### src/rtl/vga_tile_pixel_gen.sv
// vga_tile_pixel_gen: picture/coordinate to memory word address, then 3-bit {R,G,B} field select.
// Define VGA_TRANSPARENT_EN to replace 3'b111 fields with BG_COLOR.
module vga_tile_pixel_gen #(
    parameter int PIC_W = 16,
    parameter int PIC_H = 16,
    parameter int PIX_PER_WORD = 3,
    parameter int WORD_W = 9,
    parameter int NUM_PICS = 16,
    parameter int ADDR_W = 12,
    parameter int PIC_BITS = 10,
    parameter int SUB_BITS = 5,
    parameter int MEM_LAT = 1,
    parameter logic [2:0] BG_COLOR = 3'b000
) (
    input  logic                clk,
    input  logic                reset,
    input  logic [PIC_BITS-1:0] pic_num,
    input  logic [SUB_BITS-1:0] x_sub,
    input  logic [SUB_BITS-1:0] y_sub,
    input  logic                act,
    output logic [ADDR_W-1:0]   mem_addr,
    input  logic [WORD_W-1:0]   mem_data,
    output logic                R,
    output logic                G,
    output logic                B,
    output logic                pix_valid
);
    localparam int WPR = (PIC_W + PIX_PER_WORD - 1) / PIX_PER_WORD;
    localparam int PIC_WORDS = WPR * PIC_H;
    localparam int SW = PIX_PER_WORD > 1 ? $clog2(PIX_PER_WORD) : 1;
`ifdef VGA_TRANSPARENT_EN
    localparam bit TRANSP = 1'b1;
`else
    localparam bit TRANSP = 1'b0;
`endif

    // Multiply by a constant as a sum of shifted copies; bits past ADDR_W would be truncated anyway.
    function automatic logic [ADDR_W-1:0] cmul(input logic [ADDR_W-1:0] v, input int k);
        logic [ADDR_W-1:0] acc;
        acc = '0;
        for (int i = 0; i < ADDR_W && i < 32; i++)
            if (k[i]) acc = acc + (v << i);
        return acc;
    endfunction

    logic              in_range;
    logic [SW-1:0]     slot;
    logic [ADDR_W-1:0] addr_nxt;
    logic [2:0]        field, color;
    logic              v_pipe [0:MEM_LAT];
    logic [SW-1:0]     s_pipe [0:MEM_LAT];

    always_comb begin
        in_range = (32'(pic_num) < NUM_PICS) && (32'(x_sub) < PIC_W) && (32'(y_sub) < PIC_H);
        slot = SW'(32'(x_sub) % PIX_PER_WORD);
        addr_nxt = in_range ? cmul(ADDR_W'(pic_num), PIC_WORDS) + cmul(ADDR_W'(y_sub), WPR)
                              + ADDR_W'(32'(x_sub) / PIX_PER_WORD) : '0;
        // Slot 0 is the most significant field of the word.
        field = 3'(mem_data >> (WORD_W - 3 - 3 * s_pipe[MEM_LAT]));
        color = (TRANSP && field == 3'b111) ? BG_COLOR : field;
    end

    always_ff @(posedge clk or posedge reset) begin
        if (reset) begin
            mem_addr <= '0;
            for (int i = 0; i <= MEM_LAT; i++) begin
                v_pipe[i] <= 1'b0;
                s_pipe[i] <= '0;
            end
            {R, G, B} <= 3'b000;
            pix_valid <= 1'b0;
        end else begin
            mem_addr <= addr_nxt;
            v_pipe[0] <= act && in_range;
            s_pipe[0] <= slot;
            for (int i = 1; i <= MEM_LAT; i++) begin
                v_pipe[i] <= v_pipe[i-1];
                s_pipe[i] <= s_pipe[i-1];
            end
            {R, G, B} <= v_pipe[MEM_LAT] ? color : 3'b000;
            pix_valid <= v_pipe[MEM_LAT];
        end
    end
endmodule

### config.mk
export PLATFORM = sky130hd
export DESIGN_NAME = vga_tile_pixel_gen
export DESIGN_NICKNAME = d
export VERILOG_FILES = /design/src/rtl/vga_tile_pixel_gen.sv
export SDC_FILE = /design/constraint.sdc
export NUM_CORES = 1
export LEC_CHECK = 0
export CORE_ASPECT_RATIO = 1.4
export CORE_UTILIZATION = 50
export CTS_CLUSTER_DIAMETER = 150
export DETAILED_ROUTE_END_ITERATION = 16
export PLACE_DENSITY = 0.79
export SETUP_SLACK_MARGIN = 0.1
export SLEW_MARGIN = 20
export SYNTH_ARGS = -nofsm -noshare
export SYNTH_HDL_FRONTEND = slang
export SYNTH_SLANG_ARGS = --single-unit
### constraint.sdc
create_clock -name clk -period 2.3 [get_ports clk]
set_clock_uncertainty 0.05 [all_clocks]
set_input_delay 0.46 -clock clk [delete_from_list [all_inputs] [get_ports clk]]
set_output_delay 0.46 -clock clk [all_outputs]
set_load 0.1 [all_outputs]
[After elaboration in Yosys (flattened, before gate mapping)]
Index checks and enable logic that the tools add are counted.
Word-level totals
  bits of input ports: 32
  ROM bits: 0
  bits in writable memories: 0
  latch bits: 0
  memories: 0
  output and inout bits: 16
  logic and storage cells: 26
  flip-flop bits (word level): 22
Cells by class
  equality and inequality tests: 0
  mux-type cells: 2
  $lt $le $gt $ge: 3
  shifts and indexed selects: 1
  add/subtract/negate cells: 5
  bitwise logic cells: 0
  div/mod/pow operators: 2
  reduce and logical (&&, ||, !) cells: 3
  multipliers: 1
Operator list (number)
  $div 5x2->32 const B: 1
  $mod 5x2->32 const B: 1
  $shr 9x32->3: 1
  $add 12x12->12: 2
  $add 12x8->12: 1
  $mux 12: 1
  $lt 10x5->1 const B: 1
  $lt 5x5->1 const B: 2
  $add 6x7->8: 1
  $sub 3x4->5 const A: 1
  $mul 2x2->4 const A: 1
  $logic_and 1x1->1: 3
  $mux 3: 1

[Depth between registers and ports, before layout]
Gate-level depths: netlist (run 1).
  word-level depth: 4
  mapped depth: 23
  depth with buffers taken out: 20

[Worst setup path before layout (run 1)]
OpenSTA, ideal clock, no wires.
  path kind: input to register
  start: input x_sub[4]
  end: register mem_addr[11]
  path buffers: 2
  arrival: 4363 ps
  required time: 2169 ps
  setup time: 81 ps
  setup slack: -2194 ps
  cell stages on the path: 21
  cells stage by stage: buf_2 > and2b_1 > inv_1 > ha_1 > buf_2 > nor2_1 > o21ai_0 > ha_1 > a221oi_2 > o21ai_1 > o21bai_4 > ha_1 > ha_1 > ha_1 > fa_1 > a21o_1 > a21oi_1 > o21bai_1 > a2111oi_0 > o21ai_0 > a21oi_1
On the way
  word-level cells in the longest chain between the ends: 4
  elaborated cells between the ends (all ways): 6
  those cells by class: 1 x add/sub; 1 x div; 1 x order compare; 1 x mux; 2 x reduce/logical
Ends and longest elaborated chain
  start: declaration: RTL line 18  | input logic [SUB_BITS-1:0] x_sub,
  branches (longest 3 deep; another with $div 5x2->32)
  $mux 12 *: RTL line 56  | addr_nxt = in_range ? cmul(ADDR_W'(pic_num), PIC_WORDS) + cmul(ADDR_W'(y_sub), WPR)
  net addr_nxt[11]: RTL line 48  | logic [ADDR_W-1:0] addr_nxt;
  end signal: assignment: RTL line 73  | mem_addr <= addr_nxt;
  end: declaration: RTL line 21  | output logic [ADDR_W-1:0] mem_addr,
Mark *: on every way through the listed nets, which the timed path passes.

[Worst setup path after layout (run 1)]
Ends and elaborated chain as after synthesis.

==> qor.csv, run 1 <==
stage;metric;value;unit
drt;wl_per_cell;15.0;um
floorplan;start_util;52.8;%
place;place_congestion;0.884;
sta;tightest_slew;421;ps
worst_hold_path;holdPathEnd;s_pipe[0];
floorplan;die_x;54.9;um
global_route;grt_pass1_vias;1885;
critical_path;cp_cell_sequence;buf_6, and2b_2, inv_2, ha_4, a211oi_4, nand2_1, o21ai_2, ha_2, a221oi_2, o21ai_1, o21bai_4, ha_4, ha_4, ha_4, fa_2, a21o_1, a21oi_2, o21bai_2, a2111oi_4, o21ai_1, a21oi_1;
layout;fill_cells;228;
critical_path;worst-path-max-fanout;5;
worst_hold_path;min_path_cells;0;
layout;drive_gt1_share;40.9;%
floorplan;die_h;76.1;um
synthesis;synth_area;1960;um^2
sta;fmax;0.271;GHz
global_route;overflow;0;
sta;setup_ws;-1390;ps
floorplan;core-area;3710;um^2
synthesis;synth_edf_count;0;
layout;area_delta_synth_final;56.4;%
critical_path;r2r_end;B;
layout;utilization;82.7;%
critical_path;slowest_delay;340;ps
layout;final_cell_area;3070;um^2
layout;antenna_cells;0;
floorplan;rows;26;
critical_path;reg2reg_depth;5;
worst_hold_path;hp-start;s_pipe[2];
critical_path;required;2430;ps
synthesis;seq_area_frac_synth;28.1;%
critical_path;regToRegSetupSlack;670;ps
global_route;grt_pass1_wl;7790;um
drt;antenna_left;0;
synthesis;synth.distinct_cells;51;
synthesis;synth_seq_cells;22;
sta;final_hold_viol_count;0;
status;violations;setup timing;
drt;drtIter0Drc;31;
clocking;cts.sinks;22;
critical_path;cp_slowest_cell;fa_2;
critical_path;r2r_start;s_pipe[0];
synthesis;synth-async-reset-ratio;100;%
global_route;grt_util_all_layers;24.5;%
critical_path;worstPathArrival;3820;ps
sta;rsz0062_at_grt;true;
sta;final.period_utilization;160;%
status;status;finished, violations left;
drt;route.vias.total;1837;
critical_path;crit_path_frequent_cell;ha_4;
drt;remaining_drc_errors;0;
global_route;grt_max_degree;23;
drt;avgViaCountPerCell;5.52;
place;port-buffer-count;47;
synthesis;ys.flop_type;dfrtp_1;
layout;finalNonFillerCells;333;
sta;final.min_clock_period;3690;ps
clocking;clkTransAtPathRegs;70;ps
job;drv_cap;0;
clocking;clk_latency;250;ps
clocking;cts_buffers;3;
critical_path;setup.worst_path.class;primary input to register;
synthesis;ys.warnings.count;0;
place;place_hpwl;4000;um
floorplan;die_area;4180;um^2
clocking;cts_tree;done;
worst_hold_path;min_path_type;register to register;
power;power_density;465;nW/um^2
sta;setup_viol;13;
critical_path;start_kind;primary input;
layout;fin_nets;359;
power;power_leakage;0.00151;uW
clocking;cts_max_path_buffers;2;
drt;finalWirelength;4990;um
power;max-vdd-ir-drop;0.481;mV
synthesis;netlist_instances;192;
global_route;antenna_found_initial;0;
clocking;htreeDepth;1;
floorplan;num_io_pins;48;
drt;first_pass_iters;4;
place;postPlaceCellArea;2840;um^2
critical_path;end_kind;register;
synthesis;syn_area_per_cell;10.2;um^2
synthesis;synth_nets;259;
sta;slew_headroom;71.7;%
place;dp.cells;322;
sta;slew_violations;0;
clocking;clockRootBuffer;clkbuf_8;
==> power breakdown <==
| group | internal [uW] | switching (uW) |
|---|---|---|
| Sequential | 401 | 11.5 |
| Combinational | 405 | 346 |
| Clock | 152 | 108 |
| Total | 958 | 466 |
==> registers in the layout (all words and copies together) (netlist names) <==
name       cells
G              1
B              1
mem_addr      12
v_pipe         2
R              1
pix_valid      1
s_pipe         4
==> layout make-up <==
type                       instances  area, um^2  share of cell area [%]
timing repair buffer             100         833                    27.2
multi-input combinational        146        1500                    49.0
sequential                        22         551                    18.0
inverter                          19        71.3                    2.33
clock buffer                       4        55.1                    1.80
tap                               42        52.6                    1.71
==> critical path, delay by kind of cell <==
family / cells / cell delay, ps
buffers and inverters: 2 / 180
adders and majority gates: 6 / 1190
AOI/OAI and AO/OA: 11 / 1720
and+or+nand+nor: 2 / 280
==> placed cells by master (no fill, tap or decap), types with 3 or more instances in the layout <==
cell type        Yosys  final
xor2_1               3      3
and3_4               0      3
nor2_1              15     14
and3_1               6      3
buf_4                1     67
o21ai_0              7      5
clkbuf_8             0      4
clkdlybuf4s50_1      0     26
dfrtp_1             22     22
buf_6                1      4
nand3_1              4      4
inv_1               19     17
nor3_1               5      5
xnor2_1              6      3
a21oi_2              0      5
nand2b_1             3      3
nand2_1              7      7
ha_1                30     24
ha_4                 0      4
fa_1                 5      4
xnor2_2              0      3
a21oi_1             10      5
==> metal layers <==
metal  up-vias  track usage (%)  routed length, um
li1        887                -                  -
met1       885             24.6               1690
met2        55             48.7               3020
met3        10             2.59                168
met4         0             5.75                116
met5         -                0                  0
==> synthesized netlist by cell type, types with 2 or more instances <==
master | number | area share, %
nand2_1 | 7 | 1.3
xnor2_1 | 6 | 2.7
nor2_1 | 15 | 2.9
nor4bb_1 | 2 | 1.0
and2b_1 | 3 | 1.1
inv_1 | 19 | 3.6
o211ai_1 | 2 | 0.77
dfrtp_1 | 22 | 28
a21oi_1 | 10 | 2.6
o21ai_0 | 7 | 1.8
mux4_2 | 2 | 2.3
nand3_1 | 4 | 1.0
or3_1 | 2 | 0.64
xor2_1 | 3 | 1.3
mux2_4 | 2 | 1.5
o21bai_1 | 2 | 0.77
a21o_1 | 2 | 0.77
fa_1 | 5 | 5.1
o2111ai_1 | 2 | 0.89
ha_1 | 30 | 19
nand2b_1 | 3 | 0.96
buf_2 | 3 | 0.77
nor3b_1 | 2 | 0.77
nor3_1 | 5 | 1.3
and3_1 | 6 | 1.9
==> logic make-up (layout without fill, tap and decap cells) <==
group / Yosys count / count (layout) / share of synthesized area [%]
AO/OA/AOI/OAI: 41 / 41 / 17.7
flip-flops: 22 / 22 / 28.1
multiplexers: 5 / 5 / 4.34
adder cells (fa/ha/maj): 35 / 35 / 24.3
AND/OR/NAND/NOR: 56 / 56 / 16.2
buffers and inverters: 24 / 123 / 5.36
XOR/XNOR: 9 / 9 / 4.02
==> what timing repair did <==
| action | in CTS | in global routing |
|---|---|---|
| pin swaps | 27 | 19 |
| setup endpoints to repair | 14 | 14 |
| setup buffers | 6 | 4 |
| gates resized for setup | 29 | 11 |
| hold buffers | 0 | 0 |
==> worst max path at each step <==
stage | from | to | slack, ps | cells after the start
6_report | x_sub[4] | mem_addr[11] | -1390 | 21
3_3_place_gp | x_sub[3] | mem_addr[11] | -1920 | 21
3_5_place_dp | x_sub[3] | mem_addr[11] | -2070 | 21
4_1_cts | x_sub[4] | mem_addr[11] | -1390 | 21
5_1_grt | x_sub[4] | mem_addr[11] | -1580 | 21
2_1_floorplan | x_sub[4] | mem_addr[11] | -1690 | 22
==> through the flow <==
stage	setup TNS [ps]	setup WS, ps	power [uW]	hold WS (ps)
after floorplan	-13930	-1690	826	281
after global placement	-18190	-1920	1050	282
after detailed placement	-19770	-2070	1070	287
after CTS	-10000	-1390	1380	304
after global routing	-12480	-1580	1520	307
final	-10800	-1390	1420	301
(Power assumes the default switching activity.)
==> inputs of run 2 (changes only) <==
Settings changed: CORE_ASPECT_RATIO 1.4 to unset, CTS_CLUSTER_SIZE set to 28.
==> run 2 against run 1 <==
The flow still finishes with violations (setup timing); largest power group unchanged; setup slack lost 74 ps; cell count grew 3.0%; sequential power is essentially flat; count of clock-buffer cells in the layout shrank 1; critical path depth is the same; wire length grew 8.8%; first-iteration DRC count grew to 2.6 times the previous value; clock power shrank 14%; utilization grew 0.88 points; sequential cell count is the same; maximum frequency shrank 2.0%.
==> qor.csv, run 2 (synthesis results as in run 1) <==
stage;metric;value;unit;change
status;status;finished, violations left;;
status;violations;setup timing;;
clocking;ctsHoldBuffers;0;;unchanged
clocking;cts_tree;done;;
sta;setup_viol;13;;unchanged
drt;avgViaCountPerCell;5.40;;-2.2%
layout;final_common_cell;buf_4;;
worst_hold_path;min_path_cells;0;;unchanged
critical_path;reg2reg_depth;5;;unchanged
sta;final.period_utilization;164;%;+3.2 points
global_route;grt_util_all_layers;26.5;%;+1.9 points
drt;route.vias.total;1851;;+0.76%
critical_path;cp_cell_sequence;buf_8, and2b_2, inv_2, ha_4, a211oi_4, nand2_1, o21ai_2, ha_2, a221oi_4, o21ai_2, o21bai_4, ha_4, ha_4, ha_4, fa_2, a21o_1, a21oi_2, o21bai_2, a2111oi_4, or3_1, a21oi_1;;
place;port-buffer-count;47;;unchanged
layout;reg_top3;mem_addr (12), s_pipe (4), v_pipe (2);;
sta;tightest_slew;630;ps;+210 ps
critical_path;crit_path_frequent_cell;ha_4;;
power;power_density;457;nW/um^2;-1.7%
critical_path;slowest_delay;370;ps;+30 ps
sta;rsz0062_at_grt;true;;
critical_path;r2r_start;s_pipe[0];;
global_route;overflow;0;;unchanged
clocking;cts_buffers;3;;unchanged
clocking;cts_max_path_buffers;2;;unchanged
layout;area_delta_synth_final;58.4;%;
critical_path;cp_slowest_cell;fa_2;;
job;drv_cap;0;;unchanged
worst_hold_path;min_path_type;register to register;;
floorplan;die_h;64.6;um;-15%
sta;final.min_clock_period;3760;ps;+74.0 ps
global_route;grt_pass1_vias;1963;;+4.1%
layout;utilization;83.5;%;+0.88 points
sta;hold_slack;301;ps;-0.00700 ps
clocking;clockRootBuffer;clkbuf_8;;
sta;setup_tns;-11020;ps;-220 ps
clocking;cts.sinks;22;;unchanged
place;place_congestion;0.820;;-7.2%
global_route;grt_pass1_wl;8580;um;+10%
floorplan;start_util;52.7;%;-0.11 points
layout;antenna_cells;0;;unchanged
sta;slew_headroom;57.7;%;-14 points
drt;drtIter0Drc;81;;+160%
critical_path;start_kind;primary input;;
critical_path;r2r_end;B;;
critical_path;worst-path-max-fanout;5;;unchanged
place;place_hpwl;3860;um;-3.4%
global_route;grt_max_degree;23;;unchanged
drt;finalWirelength;5430;um;+8.8%
power;power_leakage;0.00153;uW;+1.4%
sta;final_hold_viol_count;0;;unchanged
floorplan;die_area;4170;um^2;about the same
drt;remaining_drc_errors;0;;unchanged
critical_path;required;2370;ps;-60 ps
critical_path;regToRegSetupSlack;640;ps;-30 ps
drt;antenna_left;0;;unchanged
clocking;clk_latency;250;ps;about the same
layout;layout_common_cells;71 x buf_4, 26 x clkdlybuf4s50_1, 24 x ha_1;;
worst_hold_path;hp-start;v_pipe[1];;
layout;largest_reg_flops;12;;unchanged
sta;fmax;0.266;GHz;-2.0%
layout;drive_gt1_share;40.3;%;-0.55 points
place;dp_slack;-2170;ps;-108 ps
clocking;htreeDepth;1;;unchanged
drt;wl_per_cell;15.8;um;+5.6%
critical_path;end_kind;register;;
floorplan;num_io_pins;48;;unchanged
layout;fin_nets;364;;+1.4%
sta;setup_ws;-1460;ps;-74.0 ps
global_route;antenna_found_initial;0;;unchanged
power;max-vdd-ir-drop;0.249;mV;-48%
critical_path;worstPathArrival;3840;ps;+20 ps
floorplan;core-area;3720;um^2;+0.20%
drt;first_pass_iters;4;;unchanged
clocking;clkTransAtPathRegs;70;ps;about the same
sta;slew_violations;0;;unchanged
layout;largest-register;mem_addr;;
critical_path;setup.worst_path.class;primary input to register;;
floorplan;rows;22;;-15%
floorplan;die_x;64.6;um;+18%
worst_hold_path;holdPathEnd;v_pipe[0];;
[run 2: cell types whose count changed in the layout (fill, tap and decap cells not counted), moves of 2 or more]
cell,previous run,this run
a21oi_1,5,7
a21oi_2,5,3
and3_1,3,5
and3_4,3,1
buf_4,67,71
[run 2: area by class of cell]
type	count	area (um^2)
clock buffers	3	41.3
flip-flops and latches	22	551
multi-input cells	146	1500
repair buffers	105	878
well taps	48	60.1
inverters	19	71.3
fillers	210	612
[run 2: per-stage QoR]
stage | area, um^2 | cells | power, uW
floorplan | 2070 | 192 | 826
global placement | 2800 | 322 | 1050
detailed placement | 2800 | 322 | 1070
CTS | 3050 | 348 | 1370
global route | 3100 | 343 | 1510
finish | 3100 | 343 | 1420
[run 2: worst max-delay path: cells and delay by family]
kind                       cells  cell delay [ps]
adders and majority gates      6             1250
AOI/OAI and AO/OA             10             1490
and+or+nand+nor                3              470
buffers and inverters          2              150
[run 2: timing repair]
| item | in CTS | in global routing |
|---|---|---|
| buffers inserted | 23 | 4 |
| setup endpoints to repair | 14 | 14 |
| gates resized for setup | 25 | 14 |
| endpoints found under the hold margin | 0 | 0 |
| pin swaps | 22 | 16 |
[run 2: worst max path at each step]
stage | cells past startpoint | from | slack [ps] | end
floorplan | 22 | x_sub[4] | -1690 | mem_addr[11]
global placement | 21 | x_sub[3] | -2010 | mem_addr[11]
detailed placement | 21 | x_sub[3] | -2170 | mem_addr[11]
CTS | 21 | x_sub[3] | -1440 | mem_addr[11]
global route | 21 | x_sub[3] | -1690 | mem_addr[11]
finish | 21 | x_sub[3] | -1460 | mem_addr[11]
[run 2: power breakdown]
group          total, uW  internal, uW  switching [uW]
Clock                223           116             106
Combinational        781           419             362
Sequential           415           401            13.3
[run 2: layer usage]
metal | up-vias | part of all wire [%] | global-route usage [%]
met3 | 4 | 4.3 | 1.94
met2 | 55 | 50 | 45.8
met1 | 893 | 45 | 35.0
met5 | - | 0 | 0
met4 | 0 | 0.48 | 8.33
li1 | 899 | - | -
